$ cat src/rtl/breakout_deser.sv
// Host-side deserializer for the breakout 3-wire link; fields and o_valid land 2 edges after the f9 pair is sampled.
// No backpressure: one frame every 5 cycles. BREAKOUT_DESER_ERR_CNT_EN enables the saturating bad-frame counter.
module breakout_deser #(
  parameter int LOCK_FRAMES = 2,
  parameter int MISS_LIMIT  = 3
) (
  input  logic        i_clk,
  input  logic        i_rst,
  input  logic [1:0]  i_clk_s,
  input  logic [1:0]  i_d0_s,
  input  logic [1:0]  i_d1_s,
  output logic [7:0]  o_port,
  output logic [5:0]  o_button,
  output logic [3:0]  o_link_pow,
  output logic        o_valid,
  output logic        o_locked,
  output logic [15:0] o_frame_err_cnt
);

  localparam logic [9:0] CLK_PATTERN = 10'b1111100000;

  typedef enum logic [1:0] {HUNT, ACQUIRE, LOCKED} state_t;

  state_t      state_q, state_d;
  logic [19:0] hist_c, hist_0, hist_1;
  logic        p_q, p_d;
  logic [2:0]  phase_q, phase_d;
  logic [3:0]  good_q, good_d;
  logic [3:0]  miss_q, miss_d;
  logic        locked_d;
  logic        cap;
  logic        err_inc;

  logic [9:0]  win_c, win_0, win_1;
  logic        match0, match1, match_sel, wrap;

  logic [7:0]  st_port;
  logic [5:0]  st_button;
  logic [3:0]  st_pow;
  logic        st_vld;

  always_ff @(posedge i_clk or posedge i_rst) begin
    if (i_rst) begin
      hist_c <= '0;
      hist_0 <= '0;
      hist_1 <= '0;
    end else begin
      hist_c <= {hist_c[17:0], i_clk_s[0], i_clk_s[1]};
      hist_0 <= {hist_0[17:0], i_d0_s[0], i_d0_s[1]};
      hist_1 <= {hist_1[17:0], i_d1_s[0], i_d1_s[1]};
    end
  end

  assign match0    = (hist_c[9:0]  == CLK_PATTERN);
  assign match1    = (hist_c[10:1] == CLK_PATTERN);
  assign win_c     = p_q ? hist_c[10:1] : hist_c[9:0];
  assign win_0     = p_q ? hist_0[10:1] : hist_0[9:0];
  assign win_1     = p_q ? hist_1[10:1] : hist_1[9:0];
  assign match_sel = (win_c == CLK_PATTERN);
  assign wrap      = (phase_q == 3'd4);

  // Older history bits and lane-0 f0/f1 carry nothing we decode.
  logic unused_bits;
  assign unused_bits = ^{hist_c[19:11], hist_0[19:11], hist_1[19:11], win_0[9:8]};

  always_ff @(posedge i_clk or posedge i_rst) begin
    if (i_rst) begin
      state_q  <= HUNT;
      p_q      <= 1'b0;
      phase_q  <= '0;
      good_q   <= '0;
      miss_q   <= '0;
      o_locked <= 1'b0;
    end else begin
      state_q  <= state_d;
      p_q      <= p_d;
      phase_q  <= phase_d;
      good_q   <= good_d;
      miss_q   <= miss_d;
      o_locked <= locked_d;
    end
  end

  always_comb begin
    state_d  = state_q;
    p_d      = p_q;
    phase_d  = wrap ? 3'd0 : phase_q + 3'd1;
    good_d   = good_q;
    miss_d   = miss_q;
    locked_d = o_locked;
    cap      = 1'b0;
    err_inc  = 1'b0;
    case (state_q)
      HUNT: begin
        if (match0 || match1) begin
          p_d     = !match0;
          phase_d = 3'd0;
          good_d  = 4'd1;
          miss_d  = 4'd0;
          state_d = ACQUIRE;
        end
      end
      ACQUIRE: begin
        if (wrap) begin
          if (match_sel) begin
            good_d = good_q + 4'd1;
            if (int'(good_q) + 1 >= LOCK_FRAMES) begin
              state_d  = LOCKED;
              locked_d = 1'b1;
              miss_d   = 4'd0;
            end
          end else begin
            state_d = HUNT;
            err_inc = 1'b1;
          end
        end
      end
      LOCKED: begin
        if (wrap) begin
          if (match_sel) begin
            cap    = 1'b1;
            miss_d = 4'd0;
          end else begin
            miss_d  = miss_q + 4'd1;
            err_inc = 1'b1;
            if (int'(miss_q) + 1 >= MISS_LIMIT) begin
              state_d  = HUNT;
              locked_d = 1'b0;
            end
          end
        end
      end
      default: state_d = HUNT;
    endcase
  end

  // Two-stage output path: capture the window, then publish on the next edge.
  always_ff @(posedge i_clk or posedge i_rst) begin
    if (i_rst) begin
      st_vld     <= 1'b0;
      st_port    <= '0;
      st_button  <= '0;
      st_pow     <= '0;
      o_valid    <= 1'b0;
      o_port     <= '0;
      o_button   <= '0;
      o_link_pow <= '0;
    end else begin
      st_vld  <= cap;
      o_valid <= st_vld;
      if (cap) begin
        st_port   <= win_1[9:2];
        st_button <= win_0[7:2];
        st_pow    <= {win_1[0], win_1[1], win_0[0], win_0[1]};
      end
      if (st_vld) begin
        o_port     <= st_port;
        o_button   <= st_button;
        o_link_pow <= st_pow;
      end
    end
  end

`ifdef BREAKOUT_DESER_ERR_CNT_EN
  logic [15:0] err_q;

  always_ff @(posedge i_clk or posedge i_rst) begin
    if (i_rst) begin
      err_q <= '0;
    end else if (err_inc && (err_q != 16'hFFFF)) begin
      err_q <= err_q + 16'd1;
    end
  end

  assign o_frame_err_cnt = err_q;
`else
  logic unused_err;
  assign unused_err      = err_inc;
  assign o_frame_err_cnt = '0;
`endif

endmodule

$ cat config.mk
export PLATFORM = sky130hd
export DESIGN_NAME = breakout_deser
export DESIGN_NICKNAME = d
export VERILOG_FILES = /design/src/rtl/breakout_deser.sv
export SDC_FILE = /design/constraint.sdc
export NUM_CORES = 1
export LEC_CHECK = 0
export CORE_MARGIN = 2
export CORE_UTILIZATION = 55
export DETAILED_ROUTE_END_ITERATION = 6
export PLACE_DENSITY = 0.75
export SLEW_MARGIN = 20
export SYNTH_ARGS = -nofsm -noshare
export SYNTH_HDL_FRONTEND = slang
export SYNTH_SLANG_ARGS = --single-unit
$ cat constraint.sdc
create_clock -name i_clk -period 3.7 [get_ports i_clk]
set_clock_uncertainty 0.2 [all_clocks]
set_input_delay 0.555 -clock i_clk [delete_from_list [all_inputs] [get_ports i_clk]]
set_output_delay 0.555 -clock i_clk [all_outputs]
set_load 0.01 [all_outputs]
==> qor.txt <==
Final HPWL DP: 3758 µm
Slowest CP cell: nor4_1
Avg Inst Size Synth: 12.66 µm²
Cell Rows: 29
Die ar.: 7103 µm²
Class of the worst hold path: register to register
Final setup viols: 0
Post-layout min period: 2.618 ns
Total congestion overflow: 0
Number of global-route vias before repair: 2146
Die Height: 84.28 µm
Max-cap violations: 0
Antenna diodes: 0
CP peak stage delay: 0.67 ns
Top cells by area, synth: dfrtp_1 59%, mux2_2 5.7%, mux2i_1 5.1%, buf_4 3.4%, a21oi_2 2.7%
GRT Overall Usage: 17.66%
Pwr dens: 428.1 nW/µm²
Cell count of the worst hold path: 0
Area leader, netlist: dfrtp_1
Fillers: 493
Ports: 44
RSZ-0062 raised after global routing: no
Initial DRC count: 132
WP data arrival: 2.68 ns
Largest net degree at the start of global routing: 38
Post-synth ARST share: 100.0%
WS Path Type: register to register
Num CTS Buffers: 9
Latest clock arrival within the worst-skew pair: 0.34 ns
FF+latch count, synth: 84
Pre-CTS setup slack: 1.123 ns
H-tree depth: 3
CP endpoint kind: register
Top FF cell, synth: dfrtp_1
Max Root-Sink Buffers: 2
Mapped cell area: 3545 µm²
Clk root buf: clkbuf_8
Final WL: 5643 µm
Synth Instances: 280
Clock Pin Slew Worst Setup and Hold Paths: 0.09 ns
Sequential area share after synthesis: 59.30%
Slew Limit Fails: 0
Distinct cells, synth: 53
Initial antenna violation count: 0
Maximum vdd drop: 0.3211 mV
Yosys warns: 0
Max frequency: 0.3820 GHz
Port Buffers: 27
Post-cts resize count: 0
Buffers & Inverters on Critical Path: 0
Placed Cells: 377
CTS Sinks: 84
Overall Power: 1714 µW
DIE WIDTH: 84.28 µm
Critical Path Start Type: register
Post-route ant nets: 0
Via density: 5.608
Crit-path leading delay family: compound AO/OA/AOI/OAI gates
Routed via count: 2204
Post-synth EDFFs: 0
Required @ worst endpoint: 3.76 ns
Total core area: 6277 µm²
Final Hold Slack: 0.1853 ns
Final period utilization: 70.76%
Worst-path maximum fanout: 12
DR WL/cell: 14.36 µm
Placer Congestion: 0.7911
Rel. slew slack: 40.42%
Setup_tns: 0 ns
Post-CTS setup buffers: 0
Reg2reg path depth: 4
Area Overhead vs Synth: 12.99%
Synth top area share: 59.30%
Pleak: 0.001909 µW
Register Area: 2102 µm²
Critical path depth: 4
Sequence of cells on the critical path: nor4_1 -> o2111ai_1 -> a2111o_1 -> o211ai_1
Final WS setup: 1.082 ns
Worst Tran Pin Value: 0.8928 ns
Drt first pass iters: 4
Share of layout cells above drive strength 1: 17.72%
Initial core utilization: 56.47%
CTS tree: yes
Footprint of the multi-input gates: 1284 µm²
Status: completed
DRC violations left: 0
First-pass GRT wire length: 9963 µm
Nets@finish: 325
Final Hold Vio Count: 0
Hold_buf cts: 0
Post-route insts no fill: 393
[Yosys cell counts (all sizes together) (4+ instances only)]
cell	count
a31oi	4
buf	21
nor2b	4
nand3	4
o21ai	6
and2	4
mux2i	18
ha	6
nor2	24
mux2	18
dfrtp	84
o211ai	4
inv	8
a21oi	19
clkbuf	6
nand2	7
[sequential cells by signal (all words and copies together), names as in the netlist, 2 cells and up]
register and count:
hist_1 11, hist_c 11, hist_0 9, o_port 8, st_port 8, o_button 6, st_button 6, good_q 4
miss_q 4, o_link_pow 4, st_pow 4, phase_q 3, state_q 2
[cell usage in the layout, fill, tap and decap left out, types with 7 or more instances in the layout]
master,count
nand2_1,7
mux2_2,18
mux2i_1,18
a21oi_1,8
dfrtp_1,84
inv_1,7
a21oi_2,11
conb_1,16
clkdlybuf4s50_1,27
clkbuf_8,10
nor2_1,23
[power breakdown]
group	switching [µW]	internal [µW]	leakage [µW]	total (µW)
Clock	337	267	0.0000893	604
Combinational	69.1	52.6	0.000734	122
Sequential	32.2	956	0.00109	988
[routing by layer]
metal | vias to the layer above | global-route usage [%] | part of all wire [%]
met1 | 1102 | 25.15 | 48
li1 | 1033 | - | -
met2 | 59 | 26.48 | 46
met3 | 10 | 3.540 | 3.9
met5 | - | 0 | 0
met4 | 0 | 7.918 | 1.7
[metrics by stage]
stage,util (%),instance area [µm²]
6_report,63.80,4005
5_1_grt,63.80,4005
4_1_cts,63.80,4005
3_5_place_dp,60.87,3821
3_3_place_gp,60.87,3821
2_1_floorplan,-,3601
[path summary, 6_finish.rpt]
kind | endpoint | slack [ns] | start
hold / removal | hist_0[2]$_DFF_PP0_ | 0.19 | hist_0[0]$_DFF_PP0_
max in group asynchronous | hist_1[0]$_DFF_PP0_ | 2.22 | i_rst
setup reg to reg | miss_q[1]$_DFFE_PP0P_ | 1.08 | hist_c[1]$_DFF_PP0_
min in group asynchronous | hist_1[9]$_DFF_PP0_ | 0.33 | i_rst
setup / recovery | miss_q[1]$_DFFE_PP0P_ | 1.08 | hist_c[1]$_DFF_PP0_
hold reg to reg | hist_0[2]$_DFF_PP0_ | 0.19 | hist_0[0]$_DFF_PP0_
[layout make-up]
class / instances / area share (%)
Tap cell: 77 / 2.405
Multi-Input combinational cell: 176 / 32.05
Inverter: 8 / 0.7810
Timing Repair Buffer: 32 / 7.685
Sequential cell: 84 / 52.48
Clock buffer: 10 / 3.436
Clock inverter: 6 / 1.156
[cell families after synthesis]
kind of cell | synth area share, %
AO/OA/AOI/OAI | 12.04
adder cells (fa/ha/maj) | 2.118
buffers and inverters | 6.071
flip-flops | 59.30
multiplexers | 10.80
other | 0.1058
AND/OR/NAND/NOR | 9.566
No activity file was read; power rests on OpenSTA's default activity.
